## src/rtl/sram_like_bridge.sv

```systemverilog
// CPU SRAM-style port to SRAM-like req/addr_ok/data_ok bridge; stalls the pipeline per access.
// Optional SRAM_LIKE_BRIDGE_ADDR_MAP_EN: fixed kseg0/kseg1 to physical mapping at capture time.
module sram_like_bridge #(
    parameter int ADDR_W = 32,
    parameter int DATA_W = 32
) (
    input  logic              clk,
    input  logic              resetn,
    input  logic              cpu_en,
    input  logic [3:0]        cpu_wen,
    input  logic [ADDR_W-1:0] cpu_addr,
    input  logic [DATA_W-1:0] cpu_wdata,
    output logic [DATA_W-1:0] cpu_rdata,
    input  logic              cpu_longest_stall,
    output logic              cpu_stall,
    output logic              req,
    output logic              wr,
    output logic [1:0]        size,
    output logic [ADDR_W-1:0] addr,
    output logic [DATA_W-1:0] wdata,
    input  logic [DATA_W-1:0] rdata,
    input  logic              addr_ok,
    input  logic              data_ok
);

    typedef enum logic [1:0] {
        S_IDLE = 2'd0,
        S_ADDR = 2'd1,
        S_DATA = 2'd2,
        S_DONE = 2'd3
    } state_t;

    state_t            r_state;
    logic              r_req;
    logic              r_wr;
    logic [1:0]        r_size;
    logic [ADDR_W-1:0] r_addr;
    logic [DATA_W-1:0] r_wdata;
    logic [DATA_W-1:0] r_rdata;

    logic              w_wr;
    logic [1:0]        w_size;
    logic [1:0]        w_off;
    logic [ADDR_W-1:0] w_addr;

    // Returns {size, addr[1:0]}; unlisted enable patterns behave as a full word.
    function automatic logic [3:0] decode_wen(input logic [3:0] wen, input logic [1:0] a_lo);
        logic [3:0] res;
        case (wen)
            4'b0001: res = {2'd0, 2'd0};
            4'b0010: res = {2'd0, 2'd1};
            4'b0100: res = {2'd0, 2'd2};
            4'b1000: res = {2'd0, 2'd3};
            4'b0011: res = {2'd1, 2'd0};
            4'b1100: res = {2'd1, 2'd2};
            default: res = {2'd2, a_lo};
        endcase
        return res;
    endfunction

    // Request attributes as they will be captured in IDLE.
    always_comb begin
        w_wr                = |cpu_wen;
        {w_size, w_off}     = decode_wen(cpu_wen, cpu_addr[1:0]);
        w_addr              = {cpu_addr[ADDR_W-1:2], w_off};
`ifdef SRAM_LIKE_BRIDGE_ADDR_MAP_EN
        if (cpu_addr[ADDR_W-1:ADDR_W-2] == 2'b10) begin
            w_addr[ADDR_W-1:ADDR_W-3] = 3'b000;
        end else begin
            w_addr[ADDR_W-1:ADDR_W-3] = cpu_addr[ADDR_W-1:ADDR_W-3];
        end
`endif
    end

    // Transaction FSM with registered handshake outputs and read-data holding register.
    always_ff @(posedge clk or negedge resetn) begin
        if (!resetn) begin
            r_state <= S_IDLE;
            r_req   <= 1'b0;
            r_wr    <= 1'b0;
            r_size  <= 2'd0;
            r_addr  <= {ADDR_W{1'b0}};
            r_wdata <= {DATA_W{1'b0}};
            r_rdata <= {DATA_W{1'b0}};
        end else begin
            case (r_state)
                S_IDLE: begin
                    if (cpu_en) begin
                        r_req   <= 1'b1;
                        r_wr    <= w_wr;
                        r_size  <= w_size;
                        r_addr  <= w_addr;
                        r_wdata <= cpu_wdata;
                        r_state <= S_ADDR;
                    end
                end
                S_ADDR: begin
                    // data_ok without addr_ok belongs to nothing we issued yet.
                    if (addr_ok) begin
                        r_req <= 1'b0;
                        if (data_ok) begin
                            r_state <= S_DONE;
                            if (!r_wr) begin
                                r_rdata <= rdata;
                            end
                        end else begin
                            r_state <= S_DATA;
                        end
                    end
                end
                S_DATA: begin
                    if (data_ok) begin
                        r_state <= S_DONE;
                        if (!r_wr) begin
                            r_rdata <= rdata;
                        end
                    end
                end
                S_DONE: begin
                    if (!cpu_longest_stall) begin
                        r_state <= S_IDLE;
                    end
                end
                default: begin
                    r_state <= S_IDLE;
                    r_req   <= 1'b0;
                end
            endcase
        end
    end

    // Stall must be combinational so the pipeline holds in the very cycle cpu_en appears.
    assign cpu_stall = cpu_en & (r_state != S_DONE);
    assign req       = r_req;
    assign wr        = r_wr;
    assign size      = r_size;
    assign addr      = r_addr;
    assign wdata     = r_wdata;
    assign cpu_rdata = r_rdata;

endmodule

```

## config.mk

```make
export PLATFORM = sky130hd
export DESIGN_NAME = sram_like_bridge
export DESIGN_NICKNAME = d
export VERILOG_FILES = /design/src/rtl/sram_like_bridge.sv
export SDC_FILE = /design/constraint.sdc
export NUM_CORES = 1
export LEC_CHECK = 0
export BUFFER_PORTS_ARGS = -buffer_cell sky130_fd_sc_hd__buf_2
export CORE_ASPECT_RATIO = 2
export CORE_MARGIN = 5
export CORE_UTILIZATION = 45
export CTS_BUF_LIST = sky130_fd_sc_hd__clkbuf_16
export CTS_CLUSTER_DIAMETER = 50
export DETAILED_ROUTE_END_ITERATION = 8
export PLACE_DENSITY = 0.85
export SYNTH_ARGS = -nofsm -noshare
export SYNTH_HDL_FRONTEND = slang
export SYNTH_SLANG_ARGS = --single-unit
```

## constraint.sdc

```tcl
create_clock -name clk -period 2.32 [get_ports clk]
set_clock_uncertainty 0.15 [all_clocks]
set_input_delay 0.232 -clock clk [delete_from_list [all_inputs] [get_ports clk]]
set_output_delay 0.232 -clock clk [all_outputs]
set_load 0.02 [all_outputs]
```

==> results by group, run 1 <==
Status
  • Status: complete, no violations

Finish
  • Area grow syn2layout: 59.7%
  • Layout cells sized above 1: 0.569
  • Antenna Cells: 0
  • Final Instance Area: 6380 µm²
  • Layout net count: 671

Timing
  • RSZ-0062 raised after global routing: false
  • Final Hold Viols: 0
  • Final Critical Period: 2.08 ns
  • Slew headroom: 0.652
  • Pins Over Slew Limit: 0
  • Fin crit share: 0.895
  • Post-Route Setup TNS: 0 ns
  • Worst-Margin Slew: 0.520 ns
  • Setup violators final: 0
  • Fmax: 482 MHz

Detailed routing
  • DR WL/cell: 18.4 µm
  • Drt total wl: 12.2 mm
  • Initial DRC Count: 69
  • DRC Markers: 0
  • Antenna viol nets, final: 0
  • Vias/cell: 4.99
  • Detailed-route via count: 3314
  • First drt pass iteration count: 4

Critical path
  • CP Class: flop to flop
  • Crit path from: r_state[1]
  • Crit path launch type: flop
  • Critical Path End Type: flop
  • CP max FO: 5
  • Worst r2r src: r_state[1]
  • Worst path arrival time: 2.12 ns
  • WP data required: 2.37 ns

Power
  • Pint: between 0.005 and 0.006 W
  • Switching power: 0.00345 W
  • Combinational power share: 0.474
  • Sw frac: 0.398
  • Sequential fraction of design power: 0.369
  • Static Leak: 3.13 nW
  • Clock power frac: 0.157
  • Pwr dens: roughly 1400 nW/µm²
  • Max IR drop VDD: between 0.0008 and 0.0009 V

Clock tree
  • Clock latency on the worst-skew pair: 0.34 ns
  • Worst-path clk slew: roughly 0.070 ns
  • Clk Tree Root Cell: clkbuf_16
  • Post-CTS setup buffer count: 0
  • CTS tree: yes
  • CTS max path bufs: 2
  • CTS buffer count: 9
  • CTS sink cnt: slightly above 100
  • CTS H-Tree Depth: 3

Die
  • FP Rows: 48
  • Die width: 76.6 µm
  • Die height: ~140 µm
  • I/O Pins: 207
  • Initial core utilization: 0.462
  • DIE AREA: 11000 µm²
  • Core area: about 8600 µm²

Run
  • Max-cap violations: 0

Placed design
  • Number of buffers added on ports: 206
  • Gpl congestion: slightly above 0.8
  • DP HPWL: around 7.8 mm
  • Placed cell area: 5160 µm²

Synthesis
  • Library cells used by synthesis: 28
  • Mapped Area: 4000 µm²
  • Synth Register Bits: 102
  • Syn avg cell area: 15.8 µm²
  • Synthesized netlist net count: 364
  • Synthesized instance count: 253
  • Sequential share of the synthesized area: 0.639
  • Yosys warning total: 0

Global routing
  • GRT Residual Overflow: 0
  • Initial antenna violation count: 0
  • GR Util met2: 0.407
  • M1 GR Usage: 0.228
  • Total track usage: 0.227
  • Pin count of the biggest net entering global routing: 56
  • First-pass GRT wire length: 19.4 mm
  • Vias in the first global route: 3758
  • Met3 Use GR: 0.0789
  • GR peak layer: met2

Min path
  • Worst Hold Class: input port to flop
  • Hold Crit Start: cpu_addr[1]
==> cells in the final DEF, fill, tap and decap left out, types with 2 or more instances in the layout <==
master	n
buf_12	3
nor2_1	4
a21oi_1	3
o21ai_0	2
inv_1	4
dlygate4sd3_1	95
mux2_1	2
clkinvlp_4	3
nor3_1	2
nand2_1	7
o31ai_1	2
ha_1	5
nor2b_1	2
mux2_2	93
dfrtp_1	102
buf_2	205
nand2b_1	2
buf_4	3
clkbuf_16	9
==> flip-flops by register name, indices dropped and copies added (netlist names) <==
register	cells
cpu_rdata	32
req	1
wr	1
r_state	2
wdata	32
size	2
addr	32
==> cell usage after synthesis, drive strengths merged <==
master,count,share of area
nand2,8,0.0075
a22o,1,0.0022
buf,9,0.016
clkbuf,1,0.00094
and3,1,0.0016
a2111oi,1,0.0022
dfrtp,102,0.64
inv,4,0.0038
nor3,3,0.0066
mux2,95,0.27
ha,5,0.016
a21o,1,0.0019
o21ai,2,0.0025
o21bai,1,0.0019
nand2b,2,0.0031
a31oi,1,0.0016
a21oi,3,0.0038
a211oi,1,0.0019
nor2,4,0.0038
nor2b,3,0.0066
o31ai,2,0.0038
nand4b,1,0.0022
o22ai,1,0.0016
mux2i,1,0.0025
==> power groups by stage <==
stage                     Sequential, W  Combinational, W  Clock (W)
after floorplan                 0.00428           0.00141          0
after global placement          0.00313           0.00379          0
after detailed placement        0.00319           0.00396          0
after CTS                       0.00317           0.00409    0.00139
after global routing            0.00332           0.00436    0.00147
final                           0.00320           0.00411    0.00136
==> logic make-up (layout without fill, tap and decap cells) <==
family	Yosys count	after routing	share of synthesized area
compound gates	14	14	0.0232
flops	102	102	0.639
buf+inv	14	325	0.0207
fa+ha+maj	5	5	0.0157
mux	96	96	0.270
simple gates	22	22	0.0313
==> routing by layer <==
metal | wire length, µm | vias up | share of wire
met2 | 6860 | 152 | 0.56
met5 | 0 | - | 0
li1 | - | 1511 | -
met4 | 417 | 0 | 0.034
met1 | 4060 | 1619 | 0.33
met3 | 859 | 32 | 0.070
==> area by class of cell <==
cell class,count,area (µm²)
clock buffers,9,225
clock inverters,6,40.0
fillers,537,2270
inverters,4,15.0
multi-input cells,137,1360
flip-flops and latches,102,2550
well taps,100,125
repair buffers,306,2060
==> path summary, 6_finish.rpt <==
check                      slack (ns)           end  cells past startpoint
max                              0.24    r_state[0]                      6
min                              0.08       addr[1]                      3
max reg2reg                      0.24    r_state[0]                      6
min reg2reg                      0.33       size[1]                      2
max in group asynchronous        1.20     wdata[28]                      3
min in group asynchronous        0.15  cpu_rdata[9]                      2
==> worst max-delay path: stages (launching register included) <==
cell       delay, ns
dfrtp_1         0.41
inv_1           0.10
ha_1            0.24
nor2b_4         0.15
nand4b_1        0.23
a2111oi_1       0.56
a21oi_1         0.09
==> through the flow <==
stage	hold WS [ns]	worst slack, ns	cells	power, W	utilization
5_1_grt	0.0714	0.0837	664	0.00915	0.738
2_1_floorplan	-0.214	0.481	253	0.00568	-
6_report	0.0790	0.244	664	0.00866	0.738
4_1_cts	0.0675	0.195	664	0.00865	0.738
3_5_place_dp	-0.0353	0.214	554	0.00715	0.597
3_3_place_gp	-0.0345	0.465	554	0.00692	0.597
==> timing repair <==
item	in CTS	in global routing
hold buffers	95	0
setup endpoints to repair	0	1
hold endpoints to repair	164	0
resized for setup	0	1
Power figures use the tool's default switching activity.
==> run 2, diff against run 1 <==
--- a/config.mk
+++ b/config.mk
@@ -13,6 +13,7 @@
 export CTS_CLUSTER_DIAMETER = 50
 export DETAILED_ROUTE_END_ITERATION = 8
 export PLACE_DENSITY = 0.85
+export REMOVE_ABC_BUFFERS = 1
 export SYNTH_ARGS = -nofsm -noshare
 export SYNTH_HDL_FRONTEND = slang
 export SYNTH_SLANG_ARGS = --single-unit
==> results by group, run 2 (synthesis results as in run 1) <==
Status
  • Status: complete, no violations

Timing
  • Final Critical Period: just under 2 ns
  • Final Hold Viols: 0
  • Fmax: 503 MHz
  • Worst-Margin Slew: 0.522 ns
  • Slew headroom: 0.652
  • Setup violators final: 0
  • RSZ-0062 raised after global routing: false
  • Pins Over Slew Limit: 0
  • Final WS setup: 0.330 ns
  • Fin crit share: 0.858

Finish
  • Final Util: 0.743
  • Area grow syn2layout: 60.9%
  • Most frequent cells in the layout: 205 x buf_2, 102 x dfrtp_1, 95 x dlygate4sd3_1
  • Layout net count: 670
  • Leading cell type in the layout, fill and taps excluded: buf_2
  • Antenna Cells: 0
  • Layout cells sized above 1: 0.569
  • Layout fillers: 520

Die
  • Die height: 143 µm
  • Initial core utilization: 0.462
  • Die width: 76.6 µm
  • DIE AREA: 11000 µm²
  • I/O Pins: 207
  • Core area: roughly 8600 µm²
  • FP Rows: between 40 and 50

Clock tree
  • Post-CTS resize count: 0
  • Clock latency on the worst-skew pair: 0.34 ns
  • CTS max path bufs: 2
  • Clk Tree Root Cell: clkbuf_16
  • CTS H-Tree Depth: 3
  • CTS sink cnt: 102
  • CTS tree: yes
  • CTS buffer count: 9
  • Worst-path clk slew: 0.07 ns

Power
  • Overall power: 0.00889 W
  • Sequential fraction of design power: 0.359
  • Pwr dens: between 1000 and 1500 nW/µm²
  • Pint: around 0.0054 W
  • Max IR drop VDD: 0.000922 V
  • Switching power: 0.00345 W
  • Clock power frac: 0.181
  • Static Leak: 3.17 nW
  • Sw frac: 0.388
  • Combinational power share: 0.460

Detailed routing
  • DR WL/cell: around 19 µm
  • Detailed-route via count: approximately 3300
  • Vias/cell: just under 5
  • Antenna viol nets, final: 0
  • Drt total wl: 12.4 mm
  • DRC Markers: 0
  • First drt pass iteration count: 4
  • Initial DRC Count: 81

Min path
  • Worst Hold Class: input port to flop

Critical path
  • Crit-path cells: inv_1, ha_1, nor2b_4, nor3_4, buf_12, mux2_2
  • Critical Path End Type: flop
  • Worst r2r src: r_state[1]
  • Reg2Reg Setup Slack: about 0.33 ns
  • WP data required: roughly 2.4 ns
  • Crit path from: r_state[1]
  • Worst path arrival time: 2.06 ns
  • CP Class: flop to flop
  • CP max FO: 32
  • R2R Path End: cpu_rdata[29]
  • Crit-path max cell delay: about 0.42 ns
  • Crit path launch type: flop
  • CP endpoint: cpu_rdata[29]
  • Worst Reg-to-Reg Cells: 6
  • CP max stage cell: dfrtp_1

Global routing
  • Initial antenna violation count: 0
  • Total track usage: 0.230
  • Pin count of the biggest net entering global routing: 103
  • Vias in the first global route: 3779
  • First-pass GRT wire length: slightly below 20 mm
  • GRT Residual Overflow: 0

Placed design
  • Setup WS pre-CTS: 0.340 ns
  • DP HPWL: 7.69 mm
  • Number of buffers added on ports: around 200
  • Gpl congestion: between 0.7 and 0.8

Run
  • Max-cap violations: 0
run 2: cell count changes in the layout (fill, tap and decap cells not counted), sizes merged:
cell / delta
clkinvlp: -2
buf: -1
bufinv: +2
inv: +2
clkinv: -1
run 2: how the worst min path moves through the flow:
| stage | from | end | slack [ns] | cells after the start |
|---|---|---|---|---|
| 2_1_floorplan | resetn | addr[0] | -0.21 | 0 |
| 5_1_grt | cpu_addr[1] | addr[1] | 0.08 | 3 |
| 3_3_place_gp | resetn | wdata[21] | 0.18 | 2 |
| 6_report | cpu_addr[1] | addr[1] | 0.05 | 3 |
| 3_5_place_dp | resetn | addr[12] | 0.18 | 2 |
| 4_1_cts | cpu_addr[1] | addr[1] | 0.04 | 3 |
run 2: layout make-up:
cell class | count | area [µm²] | area share
Clock inverter | 7 | 97.6 | 0.0152
Timing Repair Buffer | 305 | 2050 | 0.319
Inverter | 4 | 15.0 | 0.00234
Clock buffer | 9 | 225 | 0.0350
Multi-Input combinational cell | 137 | 1360 | 0.212
Tap cell | 100 | 125 | 0.0195
Sequential cell | 102 | 2550 | 0.397
run 2: through the flow:
step	setup TNS [ns]	instance area, µm²	hold WS, ns	instances
2_1_floorplan	-34.97	3930	-0.214	243
3_3_place_gp	0	5160	0.178	553
3_5_place_dp	0	5160	0.184	553
4_1_cts	0	6430	0.0409	664
5_1_grt	0	6430	0.0824	664
6_report	0	6430	0.0525	664
run 2: power by group through the flow:
stage          Clock [W]  Sequential (W)  Combinational, W
4_1_cts          0.00164         0.00315           0.00407
3_5_place_dp           0         0.00317           0.00394
6_report         0.00161         0.00319           0.00409
2_1_floorplan          0         0.00427           0.00138
5_1_grt          0.00171         0.00330           0.00433
3_3_place_gp           0         0.00313           0.00381
run 2: routing by layer:
layer,vias to the layer above,wire length (µm),track usage
met4,0,534,0.124
met2,143,7280,0.444
li1,1502,-,-
met1,1606,3900,0.218
met5,-,0,0
met3,35,645,0.0543
run 2: timing repair:
item | in CTS | in global routing
endpoints found under the hold margin | 196 | 0
hold buffers | 95 | 0
setup buffers | 0 | 0
run 2: critical path, delay by kind of cell, from the launching register on:
kind                       cells  cell delay (ns)
adders and majority gates      1             0.24
buffers and inverters          2             0.34
DFF                            1             0.42
muxes                          1             0.37
and+or+nand+nor                2             0.34
==> run 3, diff against run 2 <==
--- a/config.mk
+++ b/config.mk
@@ -7,9 +7,8 @@
 export LEC_CHECK = 0
 export BUFFER_PORTS_ARGS = -buffer_cell sky130_fd_sc_hd__buf_2
 export CORE_ASPECT_RATIO = 2
-export CORE_MARGIN = 5
 export CORE_UTILIZATION = 45
-export CTS_BUF_LIST = sky130_fd_sc_hd__clkbuf_16
+export CTS_BUF_LIST = sky130_fd_sc_hd__clkbuf_4
 export CTS_CLUSTER_DIAMETER = 50
 export DETAILED_ROUTE_END_ITERATION = 8
 export PLACE_DENSITY = 0.85
==> results by group, run 3 (synthesis results as in run 1) <==
Clock tree
  • Clock latency on the worst-skew pair: 0.44 ns
  • Post-CTS resize count: 0
  • CTS H-Tree Depth: 3
  • Clk Tree Root Cell: clkbuf_4
  • CTS tree: yes
  • CTS buffer count: 9
  • Worst-path clk slew: 0.15 ns
  • CTS max path bufs: 2
  • CTS sink cnt: 102

Power
  • Max IR drop VDD: 0.000737 V
  • Overall power: 0.00818 W
  • Static Leak: 3.12 nW
  • Pwr dens: 1290 nW/µm²

Detailed routing
  • Antenna viol nets, final: 0
  • DR WL/cell: between 15 and 20 µm
  • DRC Markers: 0
  • First drt pass iteration count: 4
  • Vias/cell: 4.95
  • Detailed-route via count: 3339
  • Drt total wl: approximately 12 mm
  • Initial DRC Count: 146

Finish
  • Most frequent cells in the layout: 205 x buf_2, 103 x dlygate4sd3_1, 102 x dfrtp_1
  • Area of the multi-input gates: 1360 µm²
  • Layout cells sized above 1: 0.561
  • Leading cell type in the layout, fill and taps excluded: buf_2
  • Non-Filler Instances: around 670
  • Final Util: 0.732
  • Area of all sequential standard cells: approximately 2600 µm²
  • Layout net count: 678
  • Area grow syn2layout: 58.5%
  • Layout fillers: approximately 530

Critical path
  • Crit path launch type: flop
  • Reg2Reg Setup Slack: 0.27 ns
  • CP Class: flop to flop
  • R2R Path End: cpu_rdata[7]
  • Critical Path End Type: flop
  • Worst Reg-to-Reg Cells: 6
  • Worst r2r src: r_state[1]
  • Worst path arrival time: 2.24 ns
  • CP max FO: 32
  • WP data required: 2.51 ns

Die
  • Initial core utilization: 0.462
  • DIE AREA: 9280 µm²
  • FP Rows: 48
  • Die width: 68.6 µm
  • Die height: 135 µm
  • Core area: 8650 µm²
  • I/O Pins: 207

Min path
  • Hold EP: addr[0]
  • Worst Hold Class: input port to flop
  • Hold Crit Start: cpu_wen[2]
  • Worst hold path depth: 4

Placed design
  • Number of buffers added on ports: 206
  • Placed cells: 553
  • Gpl congestion: 0.771
  • DP HPWL: 7.03 mm

Global routing
  • Initial antenna violation count: 2
  • First-pass GRT wire length: 17.5 mm
  • Vias in the first global route: between 3000 and 4000
  • Total track usage: 0.264
  • Pin count of the biggest net entering global routing: 73
  • GRT Residual Overflow: 0

Timing
  • Final Critical Period: 2.05 ns
  • RSZ-0062 raised after global routing: false
  • Slew headroom: 0.664
  • Fin crit share: 0.884
  • Setup violators final: 0
  • Fmax: 488 MHz
  • Pins Over Slew Limit: 0
  • Worst-Margin Slew: 0.505 ns
  • Final Hold Viols: 0

Status
  • Status: complete, no violations

Run
  • Max-cap violations: 0
[run 3: cell types whose count changed in the layout (fill, tap and decap cells not counted), moves of 2 or more]
cell	delta
diode_2	+2
dlygate4sd3_1	+8
clkbuf_16	-9
clkbuf_4	+9
[run 3: where the power goes]
part           internal [W]  switching [W]  total, W  leakage (nW)
clock              0.000333       0.000594  0.000928        0.0744
combinational       0.00179        0.00227   0.00407          1.83
sequential          0.00269       0.000492   0.00318          1.21
total               0.00481        0.00336   0.00818          3.12
[run 3: worst max path at each step]
stage	slack, ns	cells past startpoint	startpoint	endpoint
finish	0.27	6	r_state[1]	cpu_rdata[7]
global placement	0.47	6	r_state[1]	cpu_rdata[30]
floorplan	-0.53	4	r_state[0]	addr[10]
CTS	0.31	6	r_state[1]	cpu_rdata[11]
detailed placement	0.35	6	r_state[1]	cpu_rdata[2]
global route	0.21	6	r_state[0]	cpu_rdata[7]
[run 3: routing by layer]
metal | vias up | global-route usage | part of all wire
met3 | 45 | 0.0732 | 0.060
met1 | 1619 | 0.256 | 0.33
met4 | 0 | 0.164 | 0.049
li1 | 1514 | - | -
met5 | - | 0 | 0
met2 | 161 | 0.465 | 0.56
[run 3: timing repair]
action,CTS,global route
endpoints found under the hold margin,152,0
hold buffers,103,0
buffers inserted,0,0
[run 3: worst max-delay path: stages (launching register included)]
cell     delay, ns
dfrtp_1       0.46
inv_1         0.11
ha_1          0.33
nand2_1       0.10
nor3_4        0.17
buf_12        0.23
mux2_2        0.37
[run 3: cell type report]
cell class	count	area share
Antenna cell	2	0.000790
Clock buffer	9	0.0107
Clock inverter	7	0.0115
Inverter	4	0.00237
Multi-Input combinational cell	137	0.215
Sequential cell	102	0.403
Tap cell	100	0.0198
Timing Repair Buffer	313	0.337
[run 3: through the flow]
step | worst slack, ns | setup TNS [ns] | area (µm²) | hold slack [ns]
after global routing | 0.207 | 0 | 6330 | 0.0697
after global placement | 0.468 | 0 | 5160 | 0.0712
after floorplan | -0.533 | -34.97 | 3930 | -0.214
after CTS | 0.311 | 0 | 6330 | 0.0217
after detailed placement | 0.351 | 0 | 5160 | 0.0890
final | 0.270 | 0 | 6330 | 0.0513
